## config.mk

```make
export PLATFORM = sky130hd
export DESIGN_NAME = lotr_rst_seq
export DESIGN_NICKNAME = d
export VERILOG_FILES = /design/src/rtl/lotr_rst_seq.sv
export SDC_FILE = /design/constraint.sdc
export NUM_CORES = 1
export LEC_CHECK = 0
export CAP_MARGIN = 20
export CORE_ASPECT_RATIO = 1.25
export CORE_MARGIN = 1
export CORE_UTILIZATION = 64
export CTS_CLUSTER_DIAMETER = 100
export DETAILED_ROUTE_END_ITERATION = 10
export DONT_BUFFER_PORTS = 1
export PLACE_DENSITY = 0.83
export SLEW_MARGIN = 20
export SYNTH_ARGS = -nofsm -noshare
export SYNTH_HDL_FRONTEND = slang
export SYNTH_SLANG_ARGS = --single-unit
```

## constraint.sdc

```tcl
create_clock -name QClk -period 3 [get_ports QClk]
set_input_delay 0.6 -clock QClk [delete_from_list [all_inputs] [get_ports QClk]]
set_output_delay 0.6 -clock QClk [all_outputs]
set_load 0.005 [all_outputs]
```

## src/rtl/lotr_rst_seq.sv

```systemverilog
// Reset sequencer and run watchdog for the lotr fabric: resynchronises the board
// reset release, frees cores one by one, and handles software per-core reset pulses.
module lotr_rst_seq #(
   parameter int NUM_CORES   = 4,
   parameter int SYNC_STAGES = 2,
   parameter int STAGGER     = 8,
   parameter int TIMEOUT     = 1000,
   parameter int CNT_W       = 32
) (
   input  logic                 QClk,
   input  logic                 RstQnnnL,
   input  logic                 SwRstReq,
   input  logic [3:0]           SwRstIdx,
   output logic [NUM_CORES-1:0] CoreRstQnnnH,
   output logic                 AllOutOfRst,
   output logic                 SwRstBusy,
   output logic                 SwRstErr,
   output logic                 Timeout,
   output logic [CNT_W-1:0]     RunCycles
);

   localparam int SCW = (STAGGER > 1) ? $clog2(STAGGER) : 1;
   localparam logic [SCW-1:0]       STG_LAST  = SCW'(STAGGER - 1);
   localparam logic [3:0]           LAST_CORE = 4'(NUM_CORES - 1);
   localparam logic [4:0]           NUM_C5    = 5'(NUM_CORES);
   localparam logic [CNT_W-1:0]     TO_VAL    = CNT_W'(TIMEOUT);
   localparam logic [NUM_CORES-1:0] BIT0      = NUM_CORES'(1'b1);

   typedef enum logic [1:0] {ST_HOLD, ST_RELEASE, ST_RUN} state_t;

   state_t                 state_q, state_d;
   logic [SYNC_STAGES-1:0] sync_q;
   logic [NUM_CORES-1:0]   core_rst_q, core_rst_d;
   logic                   all_out_q, all_out_d;
   logic                   busy_q, busy_d;
   logic                   err_q, err_d;
   logic                   timeout_q, timeout_d;
   logic [CNT_W-1:0]       run_q, run_d;
   logic [SCW-1:0]         cnt_q, cnt_d;
   logic [3:0]             rel_idx_q, rel_idx_d;
   logic [3:0]             sw_idx_q, sw_idx_d;
   logic                   sw_ok_s;

   // Release synchroniser: reset is asserted asynchronously, released through the chain
   always_ff @(posedge QClk or negedge RstQnnnL) begin
      if (!RstQnnnL) begin
         sync_q <= '0;
      end else begin
         sync_q <= {sync_q[SYNC_STAGES-2:0], 1'b1};
      end
   end

   // State and output registers
   always_ff @(posedge QClk or negedge RstQnnnL) begin
      if (!RstQnnnL) begin
         state_q    <= ST_HOLD;
         core_rst_q <= '1;
         all_out_q  <= 1'b0;
         busy_q     <= 1'b0;
         err_q      <= 1'b0;
         timeout_q  <= 1'b0;
         run_q      <= '0;
         cnt_q      <= '0;
         rel_idx_q  <= 4'd0;
         sw_idx_q   <= 4'd0;
      end else begin
         state_q    <= state_d;
         core_rst_q <= core_rst_d;
         all_out_q  <= all_out_d;
         busy_q     <= busy_d;
         err_q      <= err_d;
         timeout_q  <= timeout_d;
         run_q      <= run_d;
         cnt_q      <= cnt_d;
         rel_idx_q  <= rel_idx_d;
         sw_idx_q   <= sw_idx_d;
      end
   end

   // Sequencing, software pulses and watchdog next-state
   always_comb begin
      state_d    = state_q;
      core_rst_d = core_rst_q;
      all_out_d  = all_out_q;
      busy_d     = busy_q;
      timeout_d  = timeout_q;
      run_d      = run_q;
      cnt_d      = cnt_q;
      rel_idx_d  = rel_idx_q;
      sw_idx_d   = sw_idx_q;
      sw_ok_s    = SwRstReq && (state_q == ST_RUN) && !busy_q && ({1'b0, SwRstIdx} < NUM_C5);
      err_d      = SwRstReq && !sw_ok_s;

      case (state_q)
         ST_HOLD: begin
            if (sync_q[SYNC_STAGES-1]) begin
               // Core 0 is freed on the same edge that leaves HOLD
               core_rst_d = core_rst_q & ~BIT0;
               cnt_d      = '0;
               rel_idx_d  = 4'd1;
               if (NUM_CORES == 1) begin
                  state_d   = ST_RUN;
                  all_out_d = 1'b1;
               end else begin
                  state_d = ST_RELEASE;
               end
            end else begin
               state_d = ST_HOLD;
            end
         end
         ST_RELEASE: begin
            if (cnt_q == STG_LAST) begin
               core_rst_d = core_rst_q & ~(BIT0 << rel_idx_q);
               cnt_d      = '0;
               rel_idx_d  = rel_idx_q + 4'd1;
               if (rel_idx_q == LAST_CORE) begin
                  state_d   = ST_RUN;
                  all_out_d = 1'b1;
               end else begin
                  state_d = ST_RELEASE;
               end
            end else begin
               cnt_d = cnt_q + SCW'(1'b1);
            end
         end
         ST_RUN: begin
            if (run_q != '1) begin
               run_d = run_q + CNT_W'(1'b1);
            end else begin
               run_d = run_q;
            end
            if ((TIMEOUT != 0) && (run_d == TO_VAL)) begin
               timeout_d = 1'b1;
            end else begin
               timeout_d = timeout_q;
            end
            if (busy_q) begin
               if (cnt_q == STG_LAST) begin
                  core_rst_d = core_rst_q & ~(BIT0 << sw_idx_q);
                  busy_d     = 1'b0;
                  all_out_d  = 1'b1;
               end else begin
                  cnt_d = cnt_q + SCW'(1'b1);
               end
            end else if (sw_ok_s) begin
               core_rst_d = core_rst_q | (BIT0 << SwRstIdx);
               busy_d     = 1'b1;
               all_out_d  = 1'b0;
               cnt_d      = '0;
               sw_idx_d   = SwRstIdx;
            end else begin
               cnt_d = cnt_q;
            end
         end
         default: begin
            state_d = ST_HOLD;
         end
      endcase
   end

   assign CoreRstQnnnH = core_rst_q;
   assign AllOutOfRst  = all_out_q;
   assign SwRstBusy    = busy_q;
   assign SwRstErr     = err_q;
   assign Timeout      = timeout_q;
   assign RunCycles    = run_q;

endmodule

```

==> results.json, run 1 <==
{
  "grt_pass1_wl_mm": 12.9,
  "root_buffer": "clkbuf_8",
  "final_util": 0.710,
  "track_usage": 0.297,
  "maxCapViolations": 0,
  "worst_pin_slew_ns": 0.729,
  "synth_ff_type": "dfrtp_1",
  "grt_remaining_overflow": 0,
  "max_slew_margin": 0.512,
  "first_iter_violations": 174,
  "fp-row-count": 29,
  "path_clk_slew_ns": 0.10,
  "reg2regPathDepth": 9,
  "crit_path_max_fanout": 9,
  "leakage_nw": 1.56,
  "syn-instance-count": 392,
  "yosys-top-cells-area": "dfrtp_1 (37%), xnor2_1 (5.3%), nand2_1 (4.7%)",
  "synth_edf_count": 0,
  "fin_crit_ns": 2.72,
  "final_max_slew_viol_count": 0,
  "power_density_nw_per_um2": 477,
  "crit_type": "reg -> reg",
  "io_pins": 47,
  "r2r-end": "RunCycles[15]$_DFFE_PN0N_",
  "grt_setup_unrepaired": "no",
  "synth_top_cell_area_share": 0.366,
  "numClockSinks": 55,
  "irDropWorstVdd_v": 0.000312,
  "first_pass_iters": 5,
  "cts_setup_buffers": 0,
  "routabilityCongestion": 0.960,
  "ys_ff_latch": 55,
  "end_kind": "register",
  "rr_startpoint": "RunCycles[0]$_DFFE_PN0N_",
  "dp_hpwl_mm": 5.89,
  "synth_area_sq_um": 3480,
  "power_mw": 1.74,
  "clock_path_buffers": 2,
  "max_freq_mhz": 367,
  "start_util": 0.676,
  "drive_gt1_frac": 0.0990,
  "insertion_delay_ns": 0.30,
  "r2r_slack_ns": 0.28,
  "worstPathArrival_ns": 2.95,
  "status": "finished, final reports clean",
  "cts.htree.levels": 2,
  "avgSynthCellArea_sq_um": 8.89,
  "yosysWarnings": 0,
  "final_cells": 446,
  "clock_skew_ns": 0.00628,
  "required_ns": 3.22,
  "drc_errors": 0,
  "fin_crit_sh": 0.908,
  "grt_antenna_before_repair": 0,
  "crit_path_start_kind": "register",
  "yosys.area.top_type": "dfrtp_1",
  "ys_types": 63,
  "io_buffers": 0,
  "fp.dieArea_sq_um": 5750,
  "synth_nets": 407,
  "diodes": 0,
  "wire_per_inst_microns": 17.9,
  "cts_made_buffers": 5,
  "area_growth_pct": 4.96,
  "synth.most_common_cell": "dfrtp_1",
  "die_w_microns": 68,
  "dp.cells": 437,
  "grt_max_degree": 52,
  "min_path_type": "in -> async",
  "setup-tns-final_ns": 0,
  "final-setup-viol-count": 0,
  "nets": 398,
  "coreArea_sq_um": 5150,
  "vias": 2985,
  "die_h_microns": 84.5,
  "via_per_inst": 6.69,
  "cts_tree": "built",
  "ys_seq_area_frac": 0.396,
  "antenna_left": 0,
  "synthArstFlopShare": 1.00,
  "final-hold-violation-count": 0,
  "first_global_vias": 2804,
  "wl_mm": 8.00,
  "synth_top_cells_by_count": "dfrtp_1 (51), nand2_1 (44), nor2_1 (28)"
}
registers in the layout (all words and copies together), names as in the netlist:
signal	flops
CoreRstQnnnH	4
SwRstBusy	1
SwRstErr	1
sync_q	2
sw_idx_q	4
RunCycles	32
cnt_q	3
rel_idx_q	4
AllOutOfRst	1
Timeout	1
state_q	2
cell type report:
| type | count | area, sq um |
|---|---|---|
| Clock buffer | 6 | 72.6 |
| Clock inverter | 2 | 60.1 |
| Fill cell | 403 | 1500 |
| Inverter | 12 | 45.0 |
| Multi-Input combinational cell | 300 | 1930 |
| Sequential cell | 55 | 1380 |
| Tap cell | 62 | 77.6 |
| Timing Repair Buffer | 9 | 87.6 |
cell families (layout without fill, tap and decap cells):
logic type	count (synthesis)	count (layout)	share of synthesized area
xor gates and xnor gates	35	35	0.0880
AOI/OAI and AO/OA	67	67	0.131
muxes	4	4	0.0126
and+or+nand+nor	185	185	0.293
adders and majority gates	8	8	0.0287
DFF	55	55	0.396
buffers and inverters	37	29	0.0488
other	1	1	0.00108
routing by layer:
layer	global-route usage	vias up	wire (microns)
li1	-	1392	-
met1	0.333	1424	3030
met2	0.504	133	4180
met3	0.0666	36	443
met4	0.159	0	349
met5	0	-	0
repair_timing:
action                                 4_1_cts  5_1_grt
hold buffers                                 1        0
setup endpoints to repair                    0        0
resized for setup                            0        0
endpoints found under the hold margin       51        0
how the worst max path moves through the flow:
| stage | start | end | slack (ns) | cells after the start |
|---|---|---|---|---|
| 2_1_floorplan | RunCycles[0]$_DFFE_PN0N_ | Timeout$_DFFE_PN0P_ | 0.51 | 10 |
| 3_3_place_gp | RunCycles[4]$_DFFE_PN0N_ | Timeout$_DFFE_PN0P_ | 0.41 | 7 |
| 3_5_place_dp | RunCycles[0]$_DFFE_PN0N_ | RunCycles[15]$_DFFE_PN0N_ | 0.33 | 9 |
| 4_1_cts | RunCycles[0]$_DFFE_PN0N_ | RunCycles[15]$_DFFE_PN0N_ | 0.28 | 9 |
| 5_1_grt | RunCycles[0]$_DFFE_PN0N_ | RunCycles[15]$_DFFE_PN0N_ | 0.08 | 9 |
| 6_report | RunCycles[0]$_DFFE_PN0N_ | RunCycles[15]$_DFFE_PN0N_ | 0.28 | 9 |
cells in the final DEF, fill, tap and decap left out, drive strengths merged, types with 3 or more instances in the layout:
master	instances
a21o	3
a21oi	7
a22o	3
a31oi	8
a41oi	3
and2	5
and3	7
and4	5
buf	9
clkbuf	6
dfrtp	51
dfstp	4
ha	8
inv	12
mux2	3
nand2	45
nand3	25
nand4	19
nand4b	3
nor2	28
nor2b	6
nor3	21
nor4	8
o21ai	19
o22ai	3
o31a	3
o31ai	4
or3	4
xnor2	21
xor2	14
stage by stage:
stage / hold WS [ns] / worst slack (ns) / area [sq um]
6_report: 0.125 / 0.275 / 3660
5_1_grt: 0.107 / 0.0831 / 3660
3_5_place_dp: 0.305 / 0.328 / 3500
3_3_place_gp: 0.305 / 0.413 / 3500
4_1_cts: 0.117 / 0.279 / 3660
2_1_floorplan: 0.304 / 0.513 / 3480
worst max-delay path: stages (launching register included):
cell	delay [ns]
dfrtp_1	0.46
ha_1	0.28
nand3_1	0.15
or3_1	0.33
nor3_4	0.10
buf_4	0.18
nor2_1	0.56
nand3_1	0.25
nor2_1	0.16
xor2_1	0.17
power breakdown:
part	internal (mW)	leakage (nW)	switching, mW	total (mW)
sequential	0.793	0.726	0.0666	0.860
combinational	0.129	0.764	0.189	0.318
clock	0.334	0.0654	0.232	0.565
No activity file was read; power rests on OpenSTA's default activity.
==> inputs of run 2 (changes only) <==
Settings changed: CORE_UTILIZATION 64 to 35, PLACE_DENSITY 0.83 to 0.52.
==> results.json, run 2 (same netlist as run 1, synthesis figures left out) <==
{
  "numClockSinks": 55,
  "status": "finished, final reports clean",
  "drc_errors": 0,
  "end_kind": "register",
  "crit_path_start_kind": "register",
  "leakage_nw": 1.60,
  "final_area_sq_um": 3820,
  "fin_crit_ns": 2.70,
  "final_common_cell": "dfrtp_1",
  "grt_remaining_overflow": 0,
  "setup-tns-final_ns": 0,
  "highest_layer": "met4",
  "r2r-end": "Timeout$_DFFE_PN0P_",
  "multi_input_area_sq_um": 1930,
  "dpl_cell_area_sq_um": 3620,
  "final_max_slew_viol_count": 0,
  "irDropWorstVdd_v": 0.000249,
  "antenna_left": 0,
  "nets": 404,
  "dp_hpwl_mm": 6.63,
  "root_buffer": "clkbuf_16",
  "wl_met2_mm": 4.55,
  "cp.depth": 7,
  "final-hold-violation-count": 0,
  "min_path_type": "in -> async",
  "path_buf_inv": 0,
  "first_pass_iters": 4,
  "power_mw": 1.83,
  "worstPathArrival_ns": 2.90,
  "drive_gt1_frac": 0.113,
  "fp.dieArea_sq_um": 10400,
  "cts.htree.levels": 2,
  "worstPathCellList": "and4_1, and3_1, nand2_2, nor4_1, mux2i_1, or4_1, o41ai_2",
  "cpPeakStageDelay_ns": 0.55,
  "required_ns": 3.19,
  "cts_setup_buffers": 0,
  "fin_crit_sh": 0.901,
  "area_growth_pct": 9.52,
  "die_w_microns": 91.2,
  "dp.cells": 507,
  "clock_path_buffers": 2,
  "grt_pass1_wl_mm": 14.9,
  "first_iter_violations": 146,
  "coreArea_sq_um": 9660,
  "fp-row-count": 40,
  "largest_reg_flops": 32,
  "cp_slowest_cell": "or4_1",
  "insertion_delay_ns": 0.29,
  "track_usage": 0.183,
  "final-setup-viol-count": 0,
  "final_cell_mix": "dfrtp_1 (51), nand2_1 (44), nor2_1 (28)",
  "grt_antenna_before_repair": 0,
  "crit_path_max_fanout": 8,
  "max_freq_mhz": 370,
  "cts_made_buffers": 5,
  "io_pins": 47,
  "r2r_slack_ns": 0.30,
  "wl_met3_microns": 526,
  "first_global_vias": 2844,
  "area.sequential_sq_um": 1380,
  "wl_mm": 8.95,
  "cp_top_family": "simple AND/OR/NAND/NOR gates",
  "start_util": 0.361,
  "via_per_inst": 5.63,
  "die_h_microns": 114,
  "n_fill_cell": 995,
  "reg2regPathDepth": 7,
  "crit_type": "reg -> reg",
  "wl_met1_mm": 3.77,
  "maxCapViolations": 0,
  "cts_tree": "built",
  "vias": 2905,
  "grt_max_degree": 52,
  "diodes": 0,
  "path_clk_slew_ns": 0.07,
  "wire_per_inst_microns": 17.3,
  "io_buffers": 0,
  "routabilityCongestion": 0.853,
  "worst_pin_slew_ns": 0.572,
  "grt_setup_unrepaired": "no",
  "max_slew_margin": 0.617,
  "final_cells": 516,
  "power_density_nw_per_um2": 479,
  "rr_startpoint": "RunCycles[3]$_DFFE_PN0N_",
  "clock_skew_ns": 0.00692,
  "hold_ws_ns": 0.144
}
## run 2: routing by layer
metal  GRT usage  vias to the layer above
li1            -                     1408
met1       0.221                     1411
met2       0.321                       78
met3      0.0493                        8
met4      0.0508                        0
met5           0                        -
## run 2: final cells by class
cell class / count / share of cell area
clock buffers: 6 / 0.0338
clock inverters: 2 / 0.00984
inverters: 12 / 0.0118
multi-input cells: 300 / 0.507
flip-flops and latches: 55 / 0.362
well taps: 126 / 0.0413
repair buffers: 15 / 0.0348
## run 2: power by group
part / internal (mW) / switching [mW] / total (mW)
clock network: 0.394 / 0.262 / 0.656
logic: 0.128 / 0.187 / 0.315
registers: 0.794 / 0.0645 / 0.859
total: 1.32 / 0.513 / 1.83
## run 2: how the worst max path moves through the flow
| stage | slack (ns) | end | startpoint |
|---|---|---|---|
| floorplan | 0.51 | Timeout$_DFFE_PN0P_ | RunCycles[0]$_DFFE_PN0N_ |
| detailed placement | 0.34 | Timeout$_DFFE_PN0P_ | RunCycles[0]$_DFFE_PN0N_ |
| CTS | 0.31 | Timeout$_DFFE_PN0P_ | RunCycles[0]$_DFFE_PN0N_ |
| finish | 0.30 | Timeout$_DFFE_PN0P_ | RunCycles[3]$_DFFE_PN0N_ |
| global placement | 0.34 | Timeout$_DFFE_PN0P_ | RunCycles[4]$_DFFE_PN0N_ |
| global route | 0.10 | Timeout$_DFFE_PN0P_ | RunCycles[4]$_DFFE_PN0N_ |
## run 2: worst register-to-register path, stage by stage (launching register included)
cell and delay, ns:
dfrtp_1 0.50, and4_1 0.45, and3_1 0.34, nand2_2 0.13, nor4_1 0.31, mux2i_1 0.12
or4_1 0.55, o41ai_2 0.21
## run 2: stage by stage
step | util | setup slack [ns]
6_report | 0.395 | 0.297
2_1_floorplan | - | 0.513
4_1_cts | 0.395 | 0.306
3_3_place_gp | 0.375 | 0.342
3_5_place_dp | 0.375 | 0.344
5_1_grt | 0.395 | 0.102
## run 2: repair_timing
action                                 in CTS  in global routing
gates resized for setup                     0                  0
endpoints found under the hold margin      51                  0
hold buffers                                1                  0
